**config.mk**
```make
export PLATFORM = sky130hd
export DESIGN_NAME = mul_div_issue_queue
export DESIGN_NICKNAME = d
export VERILOG_FILES = /design/src/rtl/mul_div_issue_queue.sv
export SDC_FILE = /design/constraint.sdc
export NUM_CORES = 2
export LEC_CHECK = 0
export CORE_MARGIN = 3
export CORE_UTILIZATION = 52
export DETAILED_ROUTE_END_ITERATION = 8
export GPL_TIMING_DRIVEN = 0
export PLACE_DENSITY = 0.79
export SLEW_MARGIN = 20
export SYNTH_ARGS = -nofsm -noshare
export SYNTH_HDL_FRONTEND = slang
export SYNTH_SLANG_ARGS = --single-unit
```
**constraint.sdc**
```tcl
create_clock -name clk_i -period 2.91 [get_ports clk_i]
set_input_delay 0.291 -clock clk_i [delete_from_list [all_inputs] [get_ports clk_i]]
set_output_delay 0.291 -clock clk_i [all_outputs]
set_load 0.05 [all_outputs]
```
**src/rtl/mul_div_issue_queue.sv**
```systemverilog
// In-order issue queue for the mul/div unit: buffers uop pairs, snoops wakeups on their
// four source tags and issues the head entry once all sources are ready.
module mul_div_issue_queue #(
  parameter int unsigned Depth    = 4,
  parameter int unsigned PregW    = 6,
  parameter int unsigned PayloadW = 128,
  parameter int unsigned WakeN    = 4
) (
  input  logic                       clk_i,
  input  logic                       rst_ni,
  input  logic                       flush_i,
  input  logic                       enq_valid_i,
  output logic                       enq_ready_o,
  input  logic [PayloadW-1:0]        enq_payload_i,
  input  logic [4*PregW-1:0]         enq_src_tag_i,
  input  logic [3:0]                 enq_src_rdy_i,
  input  logic [WakeN-1:0]           wake_valid_i,
  input  logic [WakeN*PregW-1:0]     wake_tag_i,
  output logic                       issue_valid_o,
  output logic [PayloadW-1:0]        issue_payload_o,
  input  logic                       issue_ready_i,
  output logic [$clog2(Depth):0]     count_o
);

  localparam int unsigned IdxW = $clog2(Depth);
  localparam int unsigned PtrW = IdxW + 1;

  logic [PtrW-1:0]     head_q, head_d, tail_q, tail_d;
  logic [Depth-1:0]    vld_q, vld_d;
  logic [3:0]          rdy_q [Depth];
  logic [3:0]          rdy_d [Depth];
  logic [4*PregW-1:0]  tag_q [Depth];
  logic [PayloadW-1:0] pay_q [Depth];
  logic [IdxW-1:0]     head_idx, tail_idx;
  logic                full, empty, enq_fire, deq_fire;
  logic [3:0]          enq_rdy;

  function automatic logic woken(input logic [PregW-1:0]       tag,
                                 input logic [WakeN-1:0]       wv,
                                 input logic [WakeN*PregW-1:0] wt);
    logic hit;
    hit = 1'b0;
    for (int unsigned k = 0; k < WakeN; k++) begin
      if (wv[k] && (wt[k*PregW +: PregW] == tag)) hit = 1'b1;
    end
    return hit;
  endfunction

  assign head_idx = head_q[IdxW-1:0];
  assign tail_idx = tail_q[IdxW-1:0];
  // Extra pointer MSB separates full (MSBs differ) from empty (pointers equal).
  assign full     = (head_q[PtrW-1] != tail_q[PtrW-1]) && (head_idx == tail_idx);
  assign empty    = (head_q == tail_q);

  assign enq_ready_o     = !full;
  assign issue_valid_o   = !empty && vld_q[head_idx] && (&rdy_q[head_idx]);
  assign issue_payload_o = pay_q[head_idx];
  assign count_o         = tail_q - head_q;

  assign enq_fire = enq_valid_i && !full;
  assign deq_fire = issue_valid_o && issue_ready_i;

  // A wakeup coinciding with dispatch is captured directly into the new entry.
  always_comb begin
    enq_rdy = '0;
    for (int unsigned i = 0; i < 4; i++) begin
      enq_rdy[i] = enq_src_rdy_i[i] |
                   woken(enq_src_tag_i[i*PregW +: PregW], wake_valid_i, wake_tag_i);
    end
  end

  always_comb begin
    head_d = head_q;
    tail_d = tail_q;
    vld_d  = vld_q;
    rdy_d  = rdy_q;
    if (flush_i) begin
      head_d = '0;
      tail_d = '0;
      vld_d  = '0;
      for (int unsigned e = 0; e < Depth; e++) rdy_d[e] = '0;
    end else begin
      for (int unsigned e = 0; e < Depth; e++) begin
        if (vld_q[e]) begin
          for (int unsigned i = 0; i < 4; i++) begin
            if (woken(tag_q[e][i*PregW +: PregW], wake_valid_i, wake_tag_i)) begin
              rdy_d[e][i] = 1'b1;
            end
          end
        end
      end
      if (deq_fire) begin
        head_d          = head_q + PtrW'(1);
        vld_d[head_idx] = 1'b0;
        rdy_d[head_idx] = '0;
      end
      if (enq_fire) begin
        tail_d          = tail_q + PtrW'(1);
        vld_d[tail_idx] = 1'b1;
        rdy_d[tail_idx] = enq_rdy;
      end
    end
  end

  always_ff @(posedge clk_i or negedge rst_ni) begin
    if (!rst_ni) begin
      head_q <= '0;
      tail_q <= '0;
      vld_q  <= '0;
      for (int unsigned e = 0; e < Depth; e++) begin
        rdy_q[e] <= '0;
        tag_q[e] <= '0;
        pay_q[e] <= '0;
      end
    end else begin
      head_q <= head_d;
      tail_q <= tail_d;
      vld_q  <= vld_d;
      rdy_q  <= rdy_d;
      if (enq_fire && !flush_i) begin
        tag_q[tail_idx] <= enq_src_tag_i;
        pay_q[tail_idx] <= enq_payload_i;
      end
    end
  end

endmodule

```
==> results.cfg <==
[finish]
postLayoutCellArea_sq_um = 39420
final_core_utilization_pct = 62.38
syn2layout_area_growth_pct = 18.51
final_cells = 3674
post_route_cells_drive_above_1_share_pct = 37.03
regArea_sq_um = 15870
fillCellCount = 4695
finish.net_count = 2968
multi_input_area_sq_um = 15830

[setup_path]
largest_delay_share_family_worst_path = buffers and inverters
critPathSlowestCell = mux4_2
path_max_fanout = 10
crit_path_frequent_cell = buf_6
reg2reg_to = pay_q[262]$_DFFE_PN0P_
timing_worst_setup_path_type = reg -> out
critical_path.cell_chain = buf_6 > clkbuf_16 > buf_6 > mux4_2 > buf_2
start_kind = flip-flop
worstReg2RegStart = head_q[1]$_DFFE_PN0P_
path_buf_inv = 4
reg2regPathDepth = 12
critical_path_required_ns = 2.62
worstSetupEndpointType = output port
cp_data_arrival_time_ns = 2.54
rrSetupSlack_ns = 0.09
critical_path.max_stage_delay_ns = 0.61

[logic_synthesis]
synth_enable_flop_cells = 0
synth_top_cells_by_count = dfrtp_1 (634), mux2_2 (516), xnor2_1 (251), xor2_1 (235), mux4_2 (128)
ys_async_sr_fraction_pct = 100.0
synth_area_leaders = dfrtp_1 (48%), mux2_2 (17%), mux4_2 (8.7%)
syn_area_per_cell_sq_um = 13.77
synthMostInstantiatedCell = dfrtp_1
yosys.area.top_type_share_pct = 47.69
synth.cell_area_sq_um = 33260
largest_area_contributor_in_the_synthesized_netlist = dfrtp_1
synth_fp_nets = 2615
postSynth.topFlopCell = dfrtp_1
synthCells = 2415
synth-warning-count = 0
synth.lib_cells_used.distinct = 37
number_of_synthesized_register_bits = 634
synth-seq-area-share_pct = 47.69

[pwr]
part_of_the_total_power_dissipated_in_combinational_logic_pct = 30.6
clock_power_share_pct = 29.5
irDropWorstVdd_mv = 0.5973
cellPowerDensity_nw_per_um2 = 796.0
switching_share_pct = 32.38
switchingPower_mw = 10.16
power.internal_mw = 21.22
share_seq_of_total_power_pct = 39.9
power.static_leakage_nw = 16.94

[routing]
drt_wl_total_mm = 94.22
first_pass_iters = 5
ant_nets = 0
drt-vias-per-instance = 5.839
dr.first_iter.drc_count = 1447
drt-wirelength-per-cell_microns = 25.65
drc_errors = 0
detailroute.via_count = 21450

[die]
die_h_microns = 258.9
io-pin-count = 322
fp.dieArea_sq_um = 67040
start_util_pct = 52.64
site_rows = 92
dieWidth_microns = 258.9
design.core.area_sq_um = 63200

[place]
post-place-cells = 3536
place.gp.congestion = 0.9150
dpl.hpwl_mm = 64.10
portBuffers = 269
detailed_place.area_sq_um = 37210

[hold_path]
timing.hold.worst.class = in -> async

[timing]
finalSetupViolations = 0
clock_skew_ns = 0.02180
maxSlewHeadroom_pct = 27.23
timing.final.crit_share_pct = 97.31
timing.setup.tns_ns = 0
endpoints_failing_hold = 0
final.min_clock_period_ns = 2.832
report.final.slew_viol_count = 0
fmax_ghz = 0.3531
timing_worst_slew_pin_value_ns = 1.082

[global_route]
grt_pass1_wl_mm = 143.6
overflow_left_after_global_routing = 0
maximum_number_of_pins_on_one_net_before_global_route_repair = 113
grt_total_usage_pct = 28.23
antenna_found_initial = 18
first_global_vias = 23330

[clock_tree]
cts-buffers-inserted = 70
clk_root_buffer_cell = clkbuf_16
clock_latency_ns = 0.61
clock-sinks = 634
cts_h_tree_lvls = 3
clk_path_buf_depth = 3
path_clk_slew_ns = 0.06
cts_tree = yes

[status]
status = finished, final reports clean

[flow_run]
drv_cap = 0
==> registers in the layout, summed over array words and instances (netlist names) <==
register  flops
tag_q        96
tail_q        3
rdy_q        16
vld_q         4
pay_q       512
head_q        3
==> area by class of cell <==
class	instances	area share, %
sequential	634	40.25
multi-input combinational	1499	40.15
timing repair buffer	281	6.091
clock buffer	102	5.183
buffer	276	4.545
tap	846	2.685
clock inverter	19	0.9617
antenna	11	0.06983
inverter	6	0.06665
==> worst max path at each step <==
stage / cells after the start / endpoint / start
2_1_floorplan: 12 / pay_q[259]$_DFFE_PN0P_ / head_q[1]$_DFFE_PN0P_
3_3_place_gp: 1 / pay_q[188]$_DFFE_PN0P_ / rst_ni
3_5_place_dp: 5 / issue_payload_o[125] / head_q[0]$_DFFE_PN0P_
4_1_cts: 5 / issue_payload_o[125] / head_q[0]$_DFFE_PN0P_
5_1_grt: 5 / issue_payload_o[125] / head_q[0]$_DFFE_PN0P_
6_report: 5 / issue_payload_o[125] / head_q[0]$_DFFE_PN0P_
==> worst reg2reg max path, cell delays in order, from the launching register on <==
cell        delay [ns]
dfrtp_2           0.42
buf_8             0.14
clkbuf_16         0.17
clkinvlp_4        0.12
ha_4              0.29
nand3_4           0.08
and2_1            0.18
buf_6             0.13
and2b_4           0.22
nand2_8           0.12
bufbuf_16         0.29
buf_6             0.17
mux2_2            0.36
==> power by group through the flow <==
stage                     clock network, mW  registers [mW]  logic, mW
after global routing                   9.79            12.8       10.2
after floorplan                           0            12.2       7.36
after global placement                    0            12.5       9.54
after detailed placement                  0            12.6       9.93
final                                  9.25            12.5       9.60
after CTS                              9.42            12.5       9.76
==> logic make-up (layout without fill, tap and decap cells) <==
kind of cell             Yosys count  in the layout  synth area share, %
XOR/XNOR                         486            486                12.80
adder cells (fa/ha/maj)           11             11               0.4363
AND/OR/NAND/NOR                  222            222                4.145
multiplexers                     736            736                29.25
flip-flops                       634            634                47.69
buffers and inverters            282            684                4.894
other                              0             11                    0
AO/OA/AOI/OAI                     44             44               0.7861
==> metal layers <==
metal | vias to the layer above | global-route usage (%) | share of wire [%]
li1 | 9315 | - | -
met1 | 11090 | 34.85 | 38
met2 | 816 | 46.54 | 49
met3 | 222 | 9.111 | 9.1
met4 | 12 | 10.52 | 3.6
met5 | - | 0 | 0.079
==> stage by stage <==
step	worst slack [ns]	hold slack (ns)	power (mW)
after floorplan	0.1060	-0.004591	19.54
after global placement	-24.66	0.4677	22.01
after detailed placement	-0.9396	0.2220	22.57
after CTS	-0.1339	0.1815	31.68
after global routing	-0.006636	0.1922	32.79
final	0.07830	0.1865	31.38
==> timing repair <==
| item | 4_1_cts | 5_1_grt |
|---|---|---|
| setup buffers | 1 | 2 |
| hold endpoints to repair | 42 | 0 |
| hold buffers | 1 | 0 |
| gates resized for setup | 486 | 152 |
| cloned | 2 | 0 |
| endpoints found under the setup margin | 762 | 331 |
==> cells in the final DEF (no fill, tap or decap), drive strengths merged, types with 2 or more instances in the layout <==
| cell | netlist | final |
|---|---|---|
| clkinv | 0 | 9 |
| ha | 10 | 10 |
| mux4 | 128 | 128 |
| dlygate4sd2 | 0 | 18 |
| nand4 | 82 | 82 |
| nand4b | 2 | 2 |
| a21oi | 21 | 21 |
| bufbuf | 0 | 2 |
| xor2 | 235 | 235 |
| mux2 | 608 | 608 |
| xnor2 | 251 | 251 |
| inv | 6 | 8 |
| nand3 | 4 | 4 |
| or4 | 18 | 18 |
| o22ai | 18 | 18 |
| nand3b | 5 | 5 |
| clkbuf | 82 | 192 |
| dfrtp | 634 | 634 |
| bufinv | 0 | 7 |
| nand2 | 21 | 21 |
| nor4 | 77 | 77 |
| diode | 0 | 11 |
| nor2 | 8 | 8 |
| clkdlybuf4s15 | 0 | 5 |
| buf | 194 | 305 |
| clkdlybuf4s50 | 0 | 136 |
Power figures use the tool's default switching activity.
